===== config.mk =====
export PLATFORM = sky130hd
export DESIGN_NAME = ama_riscv_pipeline_ctrl_flat
export DESIGN_NICKNAME = d
export VERILOG_FILES = /design/src/rtl/ama_riscv_pipeline_ctrl_pkg.sv /design/src/rtl/ama_riscv_pipeline_ctrl_if.sv /design/src/rtl/ama_riscv_pipeline_ctrl_sat_counter.sv /design/src/rtl/ama_riscv_pipeline_ctrl.sv /design/src/flat_wrapper.sv
export SDC_FILE = /design/constraint.sdc
export NUM_CORES = 1
export LEC_CHECK = 0
export CAP_MARGIN = 40
export CORE_AREA = 2 2 125 139
export DETAILED_ROUTE_END_ITERATION = 7
export DIE_AREA = 0 0 127 141
export HOLD_SLACK_MARGIN = 0.06
export MAX_ROUTING_LAYER = met4
export PLACE_DENSITY = 0.57
export SLEW_MARGIN = 20
export SYNTH_ARGS = -nofsm -noshare
export SYNTH_HDL_FRONTEND = slang
export SYNTH_SLANG_ARGS = --single-unit

===== constraint.sdc =====
create_clock -name clk -period 3.9 [get_ports clk]
set_input_delay 0.585 -clock clk [delete_from_list [all_inputs] [get_ports clk]]
set_output_delay 0.585 -clock clk [all_outputs]
set_load 0.01 [all_outputs]

===== src/rtl/ama_riscv_pipeline_ctrl_pkg.sv =====
// ama_riscv_pipeline_ctrl_pkg: shared types for the pipeline stall/flush sequencer
package ama_riscv_pipeline_ctrl_pkg;
   typedef enum logic [1:0] {RUN, DIV_BUSY, FENCE_DRAIN, FENCE_WAIT} pipe_ctrl_state_t;
   // one pipeline register's controls: load enable and load-a-bubble
   typedef struct packed {
      logic en;
      logic flush;
   } stage_ctrl_t;
   // residency counter width, large enough for both divider and fence limits
   localparam int CYC_W = 8;
endpackage


===== src/rtl/ama_riscv_pipeline_ctrl_if.sv =====
// ama_riscv_pipeline_ctrl_if: hazard/event inputs and stage controls of the sequencer
interface ama_riscv_pipeline_ctrl_if #(parameter int CNT_W = 32);
   logic hazard_to_exe, dc_stalled, ic_stalled, mispredict_exe;
   logic div_start_exe, div_done, fence_exe, mem_valid, wbk_valid, fence_ack;
   logic en_fet, en_dec, en_exe, en_mem, en_wbk;
   logic flush_dec, flush_exe, flush_mem;
   logic fence_req, div_busy, div_timeout, fence_timeout;
   logic [CNT_W-1:0] stall_cnt, flush_cnt;
   modport master (
      output hazard_to_exe, dc_stalled, ic_stalled, mispredict_exe,
      output div_start_exe, div_done, fence_exe, mem_valid, wbk_valid, fence_ack,
      input en_fet, en_dec, en_exe, en_mem, en_wbk, flush_dec, flush_exe, flush_mem,
      input fence_req, div_busy, div_timeout, fence_timeout, stall_cnt, flush_cnt
   );
   modport slave (
      input hazard_to_exe, dc_stalled, ic_stalled, mispredict_exe,
      input div_start_exe, div_done, fence_exe, mem_valid, wbk_valid, fence_ack,
      output en_fet, en_dec, en_exe, en_mem, en_wbk, flush_dec, flush_exe, flush_mem,
      output fence_req, div_busy, div_timeout, fence_timeout, stall_cnt, flush_cnt
   );
endinterface


===== src/rtl/ama_riscv_pipeline_ctrl_sat_counter.sv =====
// ama_riscv_pipeline_ctrl_sat_counter: up-counter that sticks at all-ones
module ama_riscv_pipeline_ctrl_sat_counter #(parameter int WIDTH = 32) (
   input  logic             clk,
   input  logic             clear,
   input  logic             inc,
   output logic [WIDTH-1:0] q
);
   // clear dominates; increment stops once every bit is set
   always_ff @(posedge clk)
      if (clear) q <= '0;
      else if (inc && !(&q)) q <= q + 1'b1;
endmodule


===== src/rtl/ama_riscv_pipeline_ctrl.sv =====
// ama_riscv_pipeline_ctrl: stall/flush sequencer for the fet-dec-exe-mem-wbk pipeline
module ama_riscv_pipeline_ctrl
   import ama_riscv_pipeline_ctrl_pkg::*;
#(
   parameter int CNT_W         = 32,
   parameter int DIV_MAX_CYC   = 34,
   parameter int FENCE_ACK_MAX = 255
) (
   input logic                   clk,
   input logic                   rst_n,
   ama_riscv_pipeline_ctrl_if.slave pc
);
   localparam logic [CYC_W-1:0] DIV_LAST   = CYC_W'(DIV_MAX_CYC - 1);
   localparam logic [CYC_W-1:0] FENCE_LAST = CYC_W'(FENCE_ACK_MAX - 1);
   pipe_ctrl_state_t state, nxt;
   logic [CYC_W-1:0] cyc;
   logic             div_pend, div_hold, div_to, fence_to, mp_flush;
   logic             en_fet, fence_req, div_timeout, fence_timeout;
   stage_ctrl_t      dec_c, exe_c, mem_c;
   // next state and per-stage enable/bubble decode; reset forces all bubbles
   always_comb begin
      nxt = state;
      en_fet = 1'b0;
      dec_c = '0;
      exe_c = '0;
      mem_c = '0;
      fence_req = 1'b0;
      mp_flush = 1'b0;
      div_to = 1'b0;
      fence_to = 1'b0;
      div_hold = 1'b0;
      if (!rst_n) begin
         {dec_c.flush, exe_c.flush, mem_c.flush} = 3'b111;
      end else if (state == RUN) begin
         if (!pc.dc_stalled) begin
            if (pc.hazard_to_exe) begin
               mem_c = '{en: 1'b1, flush: 1'b1};
            end else if (pc.mispredict_exe) begin
               {en_fet, dec_c.en, exe_c.en, mem_c.en} = 4'b1111;
               {dec_c.flush, exe_c.flush} = 2'b11;
               mp_flush = 1'b1;
            end else if (pc.div_start_exe) begin
               {en_fet, dec_c.en, exe_c.en, mem_c.en} = 4'b1111;
               nxt = DIV_BUSY;
            end else if (pc.fence_exe) begin
               mem_c = '{en: 1'b1, flush: 1'b1};
               nxt = FENCE_DRAIN;
            end else if (pc.ic_stalled) begin
               {dec_c.en, exe_c.en, mem_c.en} = 3'b111;
               dec_c.flush = 1'b1;
            end else begin
               {en_fet, dec_c.en, exe_c.en, mem_c.en} = 4'b1111;
            end
         end
      end else begin
         mem_c = '{en: !pc.dc_stalled, flush: 1'b1};
         case (state)
            DIV_BUSY: begin
               if ((pc.div_done || div_pend) && !pc.dc_stalled) begin
                  exe_c.en = 1'b1;
                  nxt = RUN;
               end else if (cyc == DIV_LAST) begin
                  div_to = 1'b1;
                  nxt = RUN;
               end else begin
                  div_hold = pc.div_done || div_pend;
               end
            end
            FENCE_DRAIN: nxt = (!pc.mem_valid && !pc.wbk_valid && !pc.dc_stalled) ? FENCE_WAIT : FENCE_DRAIN;
            FENCE_WAIT: begin
               if (pc.fence_ack) begin
                  exe_c.en = 1'b1;
                  nxt = RUN;
               end else begin
                  fence_req = 1'b1;
                  fence_to = cyc == FENCE_LAST;
                  nxt = fence_to ? RUN : FENCE_WAIT;
               end
            end
            default: nxt = RUN;
         endcase
      end
   end
   // state, residency counter, held divider completion and sticky timeout flags
   always_ff @(posedge clk)
      if (!rst_n) begin
         state <= RUN;
         cyc <= '0;
         div_pend <= 1'b0;
         div_timeout <= 1'b0;
         fence_timeout <= 1'b0;
      end else begin
         state <= nxt;
         cyc <= (nxt == state && state != RUN) ? cyc + 1'b1 : '0;
         div_pend <= div_hold;
         div_timeout <= div_timeout || div_to;
         fence_timeout <= fence_timeout || fence_to;
      end
   ama_riscv_pipeline_ctrl_sat_counter #(.WIDTH(CNT_W)) u_stall_cnt (
      .clk(clk), .clear(!rst_n), .inc(!en_fet), .q(pc.stall_cnt)
   );
   ama_riscv_pipeline_ctrl_sat_counter #(.WIDTH(CNT_W)) u_flush_cnt (
      .clk(clk), .clear(!rst_n), .inc(mp_flush), .q(pc.flush_cnt)
   );
   assign pc.en_fet        = en_fet;
   assign pc.en_dec        = dec_c.en;
   assign pc.en_exe        = exe_c.en;
   assign pc.en_mem        = mem_c.en;
   assign pc.en_wbk        = mem_c.en;
   assign pc.flush_dec     = dec_c.flush;
   assign pc.flush_exe     = exe_c.flush;
   assign pc.flush_mem     = mem_c.flush;
   assign pc.fence_req     = fence_req;
   assign pc.div_busy      = rst_n && state == DIV_BUSY;
   assign pc.div_timeout   = div_timeout;
   assign pc.fence_timeout = fence_timeout;
endmodule


===== src/flat_wrapper.sv =====
// flat-port wrapper written by rule: the top's interface ports become plain ports
module ama_riscv_pipeline_ctrl_flat import ama_riscv_pipeline_ctrl_pkg::*;
#(
   parameter int CNT_W         = 32,
   parameter int DIV_MAX_CYC   = 34,
   parameter int FENCE_ACK_MAX = 255
)
  (clk, rst_n, pc_hazard_to_exe, pc_dc_stalled, pc_ic_stalled, pc_mispredict_exe, pc_div_start_exe, pc_div_done, pc_fence_exe, pc_mem_valid, pc_wbk_valid, pc_fence_ack, pc_en_fet, pc_en_dec, pc_en_exe, pc_en_mem, pc_en_wbk, pc_flush_dec, pc_flush_exe, pc_flush_mem, pc_fence_req, pc_div_busy, pc_div_timeout, pc_fence_timeout, pc_stall_cnt, pc_flush_cnt);
  ama_riscv_pipeline_ctrl_if #(.CNT_W(CNT_W)) pc_i ();
  input logic clk;
  input logic rst_n;
  input wire logic [$bits(pc_i.hazard_to_exe)-1:0] pc_hazard_to_exe;
  input wire logic [$bits(pc_i.dc_stalled)-1:0] pc_dc_stalled;
  input wire logic [$bits(pc_i.ic_stalled)-1:0] pc_ic_stalled;
  input wire logic [$bits(pc_i.mispredict_exe)-1:0] pc_mispredict_exe;
  input wire logic [$bits(pc_i.div_start_exe)-1:0] pc_div_start_exe;
  input wire logic [$bits(pc_i.div_done)-1:0] pc_div_done;
  input wire logic [$bits(pc_i.fence_exe)-1:0] pc_fence_exe;
  input wire logic [$bits(pc_i.mem_valid)-1:0] pc_mem_valid;
  input wire logic [$bits(pc_i.wbk_valid)-1:0] pc_wbk_valid;
  input wire logic [$bits(pc_i.fence_ack)-1:0] pc_fence_ack;
  output wire logic [$bits(pc_i.en_fet)-1:0] pc_en_fet;
  output wire logic [$bits(pc_i.en_dec)-1:0] pc_en_dec;
  output wire logic [$bits(pc_i.en_exe)-1:0] pc_en_exe;
  output wire logic [$bits(pc_i.en_mem)-1:0] pc_en_mem;
  output wire logic [$bits(pc_i.en_wbk)-1:0] pc_en_wbk;
  output wire logic [$bits(pc_i.flush_dec)-1:0] pc_flush_dec;
  output wire logic [$bits(pc_i.flush_exe)-1:0] pc_flush_exe;
  output wire logic [$bits(pc_i.flush_mem)-1:0] pc_flush_mem;
  output wire logic [$bits(pc_i.fence_req)-1:0] pc_fence_req;
  output wire logic [$bits(pc_i.div_busy)-1:0] pc_div_busy;
  output wire logic [$bits(pc_i.div_timeout)-1:0] pc_div_timeout;
  output wire logic [$bits(pc_i.fence_timeout)-1:0] pc_fence_timeout;
  output wire logic [$bits(pc_i.stall_cnt)-1:0] pc_stall_cnt;
  output wire logic [$bits(pc_i.flush_cnt)-1:0] pc_flush_cnt;
  assign pc_i.hazard_to_exe = pc_hazard_to_exe;
  assign pc_i.dc_stalled = pc_dc_stalled;
  assign pc_i.ic_stalled = pc_ic_stalled;
  assign pc_i.mispredict_exe = pc_mispredict_exe;
  assign pc_i.div_start_exe = pc_div_start_exe;
  assign pc_i.div_done = pc_div_done;
  assign pc_i.fence_exe = pc_fence_exe;
  assign pc_i.mem_valid = pc_mem_valid;
  assign pc_i.wbk_valid = pc_wbk_valid;
  assign pc_i.fence_ack = pc_fence_ack;
  assign pc_en_fet = pc_i.en_fet;
  assign pc_en_dec = pc_i.en_dec;
  assign pc_en_exe = pc_i.en_exe;
  assign pc_en_mem = pc_i.en_mem;
  assign pc_en_wbk = pc_i.en_wbk;
  assign pc_flush_dec = pc_i.flush_dec;
  assign pc_flush_exe = pc_i.flush_exe;
  assign pc_flush_mem = pc_i.flush_mem;
  assign pc_fence_req = pc_i.fence_req;
  assign pc_div_busy = pc_i.div_busy;
  assign pc_div_timeout = pc_i.div_timeout;
  assign pc_fence_timeout = pc_i.fence_timeout;
  assign pc_stall_cnt = pc_i.stall_cnt;
  assign pc_flush_cnt = pc_i.flush_cnt;
  ama_riscv_pipeline_ctrl #(.CNT_W(CNT_W), .DIV_MAX_CYC(DIV_MAX_CYC), .FENCE_ACK_MAX(FENCE_ACK_MAX)) u_core (.clk(clk), .rst_n(rst_n), .pc(pc_i));
endmodule

# Word-level counts from Yosys, hierarchy flattened
# Index checks and enable logic that the tools add are counted.
# totals
ramBits,0
latchBits,0
ff_bits,77
wordCells,109
in_bits,12
out_inout_bits,76
romBits,0
n_memories,0
# classes
n_lt_le_gt_ge,0
n_shift,0
n_eq_ne,6
n_bitwise,2
addsub,3
reduce_logical,22
n_mux,69
n_mul,0
n_div,0
# ops
cell,n
"adder 32 x 1 -> 32 bit, second input constant",2
AND reduction 32 bit,2
2-to-1 mux 1 bit,47
2-to-1 mux 2 bit,20
"adder 8 x 1 -> 8 bit, second input constant",1
"== test 8 x 6 -> 1 bit, second input constant",1
"== test 8 bit, second input constant",1
logical AND 1 bit,7
logical NOT 1 bit,6
case mux 2 bit (3 select lines),1
OR reduction 5 bit,1
"== test 2 bit, second input constant",2
logical OR 1 bit,3
"== test 2 x 1 -> 1 bit, second input constant",1
== test 2 bit,1
logical NOT 2 bit,1
NOT 1 bit,2
case mux 1 bit (2 select lines),1
AND reduction 2 bit,1
nonzero test 2 bit,1

# Longest topological paths before layout
# Gate-level depths: netlist of the first run.
# depth
word_depth,10
ltp_mapped,8
depth_no_buf,7

# Hierarchy
# From an unflattened synthesis of the first run, not the netlist that was laid out.
# hier_totals
hier_cells,490
hier_area_um2,4211.5
# by_module_without_submodules
module,area_each_um2,seq_area_each_um2,cells_per_inst,n_inst
ama_riscv_pipeline_ctrl_sat_counter at u_core.u_flush_cnt,1721.7,640.6,191,1
ama_riscv_pipeline_ctrl_sat_counter at u_core.u_stall_cnt,1689.1,640.6,204,1
ama_riscv_pipeline_ctrl,800.8,260.2,95,1

# Least setup slack after synthesis of the first run
# No wires, ideal clock.
# synth_timing
kind,register to register
start,register u_core.u_stall_cnt.q[0]
end,register u_core.u_stall_cnt.q[26]
t_arrival_ps,2208
stages_incl_launch_ff,9
n_path_buf,2
path_slack_ps,1622
required_ps,3830
synth_period_minus_slack_ps,2278
setup_ps,70
path_cell_list,dfxtp_1 ha_1 nand3_1 or2_0 buf_2 or4b_1 buf_2 or4_1 a21oi_1
# synth_between
elab_chain_cells,3
elab_cells_between_ends,4
cone_classes,add/sub (1); reduce/logical (3)
# synth_lines
item,line,text
from (decl),ama_riscv_pipeline_ctrl_sat_counter.sv:6,output logic [WIDTH-1:0] q
from (signal assigned),ama_riscv_pipeline_ctrl_sat_counter.sv:11,else if (inc && !(&q)) q <= q + 1'b1;
branches (longest 3 deep; another with adder 32 x 1 -> 32 bit),--,
# Parallel ways; which one is timed is not known.
# A chain may end at the register's enable or synchronous reset.

# Worst setup path after layout of the first run
# layout_timing
start,input port pc_dc_stalled
end,output port pc_en_fet
# layout_between
elab_chain_cells,3
# layout_lines
item,line,text
from (decl),flat_wrapper.sv:13,input wire logic [$bits(pc_i.dc_stalled)-1:0] pc_dc_stalled;
2-to-1 mux 1 bit,ama_riscv_pipeline_ctrl.sv:35,if (!pc.dc_stalled) begin
2-to-1 mux 1 bit,ama_riscv_pipeline_ctrl.sv:34,end else if (state == RUN) begin
2-to-1 mux 1 bit,ama_riscv_pipeline_ctrl.sv:32,if (!rst_n) begin
to (decl),flat_wrapper.sv:22,output wire logic [$bits(pc_i.en_fet)-1:0] pc_en_fet;
# No other way between the ends.

==> results of run 1 <==
-- flip-flops by register name, indices dropped and copies added (netlist names) --
signal / flops
u_core.state: 2
u_core.u_stall_cnt.q: 32
u_core.u_flush_cnt.q: 32
u_core.div_pend: 1
u_core.cyc: 8
u_core.pc.div_timeout: 1
u_core.pc.fence_timeout: 1
-- per-layer routing --
metal  track usage  vias up  wire, µm
li1              -     2007         -
met1        0.1605     1974      5255
met2        0.2221      122      5530
met3       0.03454       11       634
met4       0.04858        0       166
met5             -        -         0
-- cell type report --
type                       instances  area (µm²)  share of cell area
inverter                          16       60.06             0.01094
clock buffer                       9       225.2             0.04103
clock inverter                     6       112.6             0.02052
tap                              208       260.3             0.04741
timing repair buffer              96       938.4              0.1710
multi-input combinational        381        2351              0.4283
sequential                        77        1541              0.2808
-- cells in the final DEF (no fill, tap or decap), types with 3 or more instances in the layout --
master                            Yosys  layout
sky130_fd_sc_hd__a2111oi_0            3       3
sky130_fd_sc_hd__a211oi_1             7       7
sky130_fd_sc_hd__a21oi_1             29      29
sky130_fd_sc_hd__and2_1               4       4
sky130_fd_sc_hd__and3_1               4       4
sky130_fd_sc_hd__and4_1               8       8
sky130_fd_sc_hd__buf_4                1       7
sky130_fd_sc_hd__bufinv_16            0       3
sky130_fd_sc_hd__clkbuf_16            0       9
sky130_fd_sc_hd__clkdlybuf4s50_1      0      86
sky130_fd_sc_hd__dfxtp_1             77      77
sky130_fd_sc_hd__ha_1                 5       5
sky130_fd_sc_hd__inv_1               16      16
sky130_fd_sc_hd__mux2i_1             17      17
sky130_fd_sc_hd__nand2_1             56      56
sky130_fd_sc_hd__nand2b_1            17      17
sky130_fd_sc_hd__nand3_1             25      25
sky130_fd_sc_hd__nand4_1             20      20
sky130_fd_sc_hd__nor2_1              45      45
sky130_fd_sc_hd__nor3_1               7       7
sky130_fd_sc_hd__nor4_1              17      17
sky130_fd_sc_hd__o211ai_1             5       5
sky130_fd_sc_hd__o21a_1               3       3
sky130_fd_sc_hd__o21ai_0             12      12
sky130_fd_sc_hd__o21bai_1             4       4
sky130_fd_sc_hd__o31ai_1             17      17
sky130_fd_sc_hd__o41ai_1              4       4
sky130_fd_sc_hd__or3_1                9       9
sky130_fd_sc_hd__or4_1               17      17
sky130_fd_sc_hd__xnor2_1             15      15
sky130_fd_sc_hd__xor2_1               3       3
-- per-stage QoR --
step	util	cells	hold slack [ns]	power (µW)
2_1_floorplan	-	497	0.4446	867.5
3_3_place_gp	0.3083	776	0.4628	912.8
3_5_place_dp	0.3086	777	0.4637	915.4
4_1_cts	0.3289	792	0.4835	1890
5_1_grt	0.3299	793	0.5111	1934
6_report	0.3299	793	0.4730	1866
-- Yosys cell counts, types with 16 or more instances --
| cell type | count |
|---|---|
| sky130_fd_sc_hd__nand4_1 | 20 |
| sky130_fd_sc_hd__nand3_1 | 25 |
| sky130_fd_sc_hd__nand2_1 | 56 |
| sky130_fd_sc_hd__nor2_1 | 45 |
| sky130_fd_sc_hd__or4_1 | 17 |
| sky130_fd_sc_hd__dfxtp_1 | 77 |
| sky130_fd_sc_hd__inv_1 | 16 |
| sky130_fd_sc_hd__nor4_1 | 17 |
| sky130_fd_sc_hd__o31ai_1 | 17 |
| sky130_fd_sc_hd__a21oi_1 | 29 |
| sky130_fd_sc_hd__nand2b_1 | 17 |
| sky130_fd_sc_hd__mux2i_1 | 17 |
-- power groups by stage --
stage	logic (µW)	registers, µW	clock network, µW
finish	96.0	801	969
global route	106	801	1030
CTS	97.3	801	992
detailed placement	96.8	819	0
global placement	95.0	818	0
floorplan	50.4	817	0
-- critical path: stages --
cell	delay, ns
sky130_fd_sc_hd__clkdlybuf4s50_1	0.51
sky130_fd_sc_hd__or3_1	0.47
sky130_fd_sc_hd__a211oi_1	0.48
sky130_fd_sc_hd__clkdlybuf4s50_1	0.65
-- path summary, 6_finish.rpt --
| check | startpoint | end | slack [ns] | cells past startpoint |
|---|---|---|---|---|
| max | pc_dc_stalled | pc_en_fet | 0.61 | 4 |
| min | u_core.pc.fence_timeout$_SDFF_PN0_ | u_core.pc.fence_timeout$_SDFF_PN0_ | 0.47 | 2 |
| max reg2reg | u_core.u_stall_cnt.q[0]$_SDFFE_PN0P_ | u_core.u_stall_cnt.q[30]$_SDFFE_PN0P_ | 1.41 | 6 |
| min reg2reg | u_core.pc.fence_timeout$_SDFF_PN0_ | u_core.pc.fence_timeout$_SDFF_PN0_ | 0.47 | 2 |
-- cells by family (layout without fill, tap and decap cells) --
family / Yosys count / count (layout) / synth area share
AO/OA/AOI/OAI: 97 / 97 / 0.1610
adder cells (fa/ha/maj): 5 / 5 / 0.01545
XOR/XNOR: 18 / 18 / 0.03893
AND/OR/NAND/NOR: 244 / 244 / 0.3231
flip-flops: 77 / 77 / 0.3806
multiplexers: 17 / 17 / 0.04201
buffers and inverters: 39 / 127 / 0.03892
==> reports/metrics.cfg, run 1 <==
[outcome]
status = finished clean

[clocking]
tritoncts = yes
postCtsSetupBuffers = 0
worst_skew_pair.late_latency_ns = 0.34
clkSinkCount = 77
worst_setup_hold_path_clk_slew_ns = 0.06
root_buffer = sky130_fd_sc_hd__clkbuf_16
ctsHoldBuffers = 0
clockBufferDepth = 2
cts_resized = 0
ctsHtreeMaxLevel = 3
numCtsBuffers = 9

[yosys]
yosys_warnings = 0
synth_enable_flop_cells = 0
synthDominantAreaCellType = sky130_fd_sc_hd__dfxtp_1
synth.top_cell.area_share = 0.3806
synth_async_sr_flop_share = 0
synth_cell_type_count = 55
synthesis.area_um2 = 4050
mappedNetlistNets = 514
yosys_register_bits = 77
synth_top_cells_by_area = sky130_fd_sc_hd__dfxtp_1 38%, sky130_fd_sc_hd__nand2_1 5.2%, sky130_fd_sc_hd__mux2i_1 4.2%
synth-main-ff-cell = sky130_fd_sc_hd__dfxtp_1
synthCells = 497
synth_seq_area_share = 0.3806
syn-mean-instance-area_um2 = 8.149

[power_and_ir_drop]
seq_power_share = 0.429
power.clock.fraction = 0.519
p_int_uw = 1459
netSwitchingFraction = 0.2178
vdd_ir_drop_max_uv = 206.6
switchingPower_uw = 406.3
powerDensity_nw_per_um2 = 339.9
static_leakage_uw = 0.001704
power.share.combinational = 0.051

[worst_hold_path]
worstHoldPathType = reg -> reg

[die]
chipWidth_um = 127
floorplan.core_area_um2 = 16640
initial_core_util = 0.2434
ioPinCount = 88
dieArea_um2 = 17910
std_cell_rows = 50
dieHeight_um = 141

[sta]
finalHoldViolations = 0
fin_tns_setup_ns = 0
period_share = 0.8427
setup_viol = 0
finalMaxSlewViolations = 0
fin_worst_skew_ns = 0.01192
final.setup.worst_slack_ns = 0.6133
worst_slew_margin_relative_to_its_limit = 0.5136
tightestPinTransition_ns = 0.7230
setup_repair_after_global_routing_missed_its_margin = no
finalWorstPathRequiredPeriod_ns = 3.287
maximum_operating_frequency_mhz = 304.3

[routing]
final_antenna_net_count = 0
drt_wl_total_mm = 11.59
post_drt_via_cell_ratio = 5.188
detailroute.via_count = 4114
firstDrtPassIters = 5
post_detailed_route_wirelength_per_cell_um = 14.61
post-route-drc-count = 0
initialDrtViolationCount = 160

[grt]
via_count_of_the_first_global_routing_pass = 3959
grt_max_degree = 49
grt_first_pass_wirelength_mm = 19.23
grt_antenna_before_repair = 0
global_route.usage.total = 0.1353
grt-ovfl-total = 0

[setup_path]
critical_path.endpoint_type = primary output
cp_max_fo = 7
cp_data_required_time_ns = 3.31
worst-setup-path-type = in -> out
critical_path.startpoint_type = primary input
arrival_ns = 2.70

[finish]
antenna-diode-count = 0
fill_cells = 1759
drive_above_1_share = 0.05470
synthToLayoutAreaGrowth_pct = 35.53
final_cell_area_um2 = 5489
nets = 598

[placed_design]
detailed_place.area_um2 = 5136
portBuffers = 87
detailed_place_hpwl_mm = 8.344
gp_congestion = 0.8401
dp_slack_ns = 0.5346

[run]
drv.max_cap_violation_count = 0

Note: power is estimated with default switching activity, not from simulation.
==> inputs of run 2 (changes only) <==
Settings changed: PLACE_DENSITY 0.57 to 0.58.
Clock period 3.9 ns to 3 ns, I/O delays scaled along.
==> run 2 against run 1 <==
Effect of this change: sequential cell count unchanged; utilization decreased by 0.23 points; first-iteration DRC count up 6.9%; worst setup slack got worse by 0.49 ns; global-route usage is 0.24 points lower.
==> reports/metrics.cfg, run 2 (synthesis results as in run 1) <==
[finish]
nets = 603
antenna-diode-count = 0
most_common_cell_after_layout_fill_and_taps_aside = sky130_fd_sc_hd__clkdlybuf4s50_1
fill_cells = 1774
seq_area_um2 = 1541
most-common-layout-cells = 86 x sky130_fd_sc_hd__clkdlybuf4s50_1, 77 x sky130_fd_sc_hd__dfxtp_1, 56 x sky130_fd_sc_hd__nand2_1
largestRegisters = u_core.u_flush_cnt.q x32, u_core.u_stall_cnt.q x32, u_core.cyc x8
drive_above_1_share = 0.06102
stdcell_count = 798
multiInputGateArea_um2 = 2351
final_core_util = 0.3276
synthToLayoutAreaGrowth_pct = 34.60

[clocking]
ctsHoldBuffers = 0
root_buffer = sky130_fd_sc_hd__clkbuf_16
postCtsSetupBuffers = 0
worst_skew_pair.late_latency_ns = 0.34
numCtsBuffers = 9
tritoncts = yes
ctsHtreeMaxLevel = 3
cts_resized = 0
worst_setup_hold_path_clk_slew_ns = 0.06
clockBufferDepth = 2
clkSinkCount = 77

[sta]
fin_worst_skew_ns = 0.006852
finalMaxSlewViolations = 0
worst_slew_margin_relative_to_its_limit = 0.6215
tightestPinTransition_ns = 0.5626
final.setup.worst_slack_ns = 0.1256
fin_tns_setup_ns = 0
setup_viol = 0
finalHoldViolations = 0
setup_repair_after_global_routing_missed_its_margin = no
maximum_operating_frequency_mhz = 347.9
finalWorstPathRequiredPeriod_ns = 2.874
period_share = 0.9581

[grt]
grt_max_degree = 48
global_route.usage.total = 0.1329
grt_antenna_before_repair = 0
via_count_of_the_first_global_routing_pass = 3912
grt_first_pass_wirelength_mm = 18.90
grt-ovfl-total = 0

[die]
std_cell_rows = 50
initial_core_util = 0.2434
ioPinCount = 88
dieArea_um2 = 17910
chipWidth_um = 127
dieHeight_um = 141
floorplan.core_area_um2 = 16640

[setup_path]
cp_data_required_time_ns = 2.55
r2r_start = u_core.u_stall_cnt.q[0]$_SDFFE_PN0P_
regToRegSetupSlack_ns = 0.50
critical_path.endpoint_type = primary output
critical_path.startpoint_type = primary input
arrival_ns = 2.42
rr_worst_depth = 6
timing.rr.end = u_core.u_stall_cnt.q[28]$_SDFFE_PN0P_
cp_max_fo = 13
worst-setup-path-type = in -> out

[placed_design]
gp_congestion = 0.8302
detailed_place_hpwl_mm = 8.352
dp_cells = 783
portBuffers = 87
dp_slack_ns = 0.1352

[power_and_ir_drop]
static_leakage_uw = 0.001690
powerDensity_nw_per_um2 = 399.3
vdd_ir_drop_max_uv = 272.7

[routing]
drt_wl_total_mm = 11.59
final_antenna_net_count = 0
initialDrtViolationCount = 171
firstDrtPassIters = 4
post_drt_via_cell_ratio = 5.123
post_detailed_route_wirelength_per_cell_um = 14.53
post-route-drc-count = 0
detailroute.via_count = 4088

[worst_hold_path]
worst_hold_path.num_cells = 2
worst_hold_path.endpoint = u_core.pc.fence_timeout$_SDFF_PN0_
worstHoldPathType = reg -> reg
worst_hold_startpoint = u_core.pc.fence_timeout$_SDFF_PN0_

[run]
drv.max_cap_violation_count = 0

[outcome]
status = finished clean

==> run 2: layout make-up <==
| class | count | area share |
|---|---|---|
| clock buffer | 11 | 0.04453 |
| sequential | 77 | 0.2828 |
| tap | 208 | 0.04774 |
| inverter | 16 | 0.01102 |
| multi-input combinational | 381 | 0.4313 |
| timing repair buffer | 101 | 0.1781 |
| clock inverter | 4 | 0.004590 |
==> run 2: worst max path at each step <==
stage	from	to	slack, ns	cells after the start
after detailed placement	pc_hazard_to_exe	pc_en_fet	0.14	5
after global routing	pc_hazard_to_exe	pc_en_fet	0.09	5
after CTS	pc_hazard_to_exe	pc_en_fet	0.13	5
after global placement	pc_hazard_to_exe	pc_en_fet	0.11	5
after floorplan	u_core.u_stall_cnt.q[0]$_SDFFE_PN0P_	u_core.u_stall_cnt.q[26]$_SDFFE_PN0P_	0.72	8
final	pc_hazard_to_exe	pc_en_fet	0.13	5
==> run 2: power breakdown <==
group	internal, µW	switching (µW)	total (µW)	leakage, µW
combinational	59.4	67.1	127	0.000942
clock	575	433	1010	0.000127
sequential	1030	11.4	1040	0.000621
total	1660	512	2180	0.00169
==> run 2: stage by stage <==
stage,cell area [µm²],power [µW],hold WS (ns)
3_3_place_gp,5184,1188,0.4648
5_1_grt,5451,2258,0.5188
6_report,5451,2177,0.4828
3_5_place_dp,5184,1192,0.4726
2_1_floorplan,4050,1128,0.4446
4_1_cts,5451,2216,0.4922
==> run 2: routing by layer <==
metal | up-vias | global-route usage | part of all wire
li1 | 2015 | - | -
met1 | 1929 | 0.1569 | 0.46
met2 | 128 | 0.2182 | 0.48
met3 | 16 | 0.02808 | 0.040
met4 | 0 | 0.05842 | 0.020
met5 | - | - | 0
==> run 2: critical path, cell delays in order <==
cell and delay, ns:
sky130_fd_sc_hd__clkdlybuf4s50_1 0.45, sky130_fd_sc_hd__or3_1 0.46, sky130_fd_sc_hd__a211oi_1 0.27, sky130_fd_sc_hd__buf_4 0.23
sky130_fd_sc_hd__clkdlybuf4s50_1 0.56
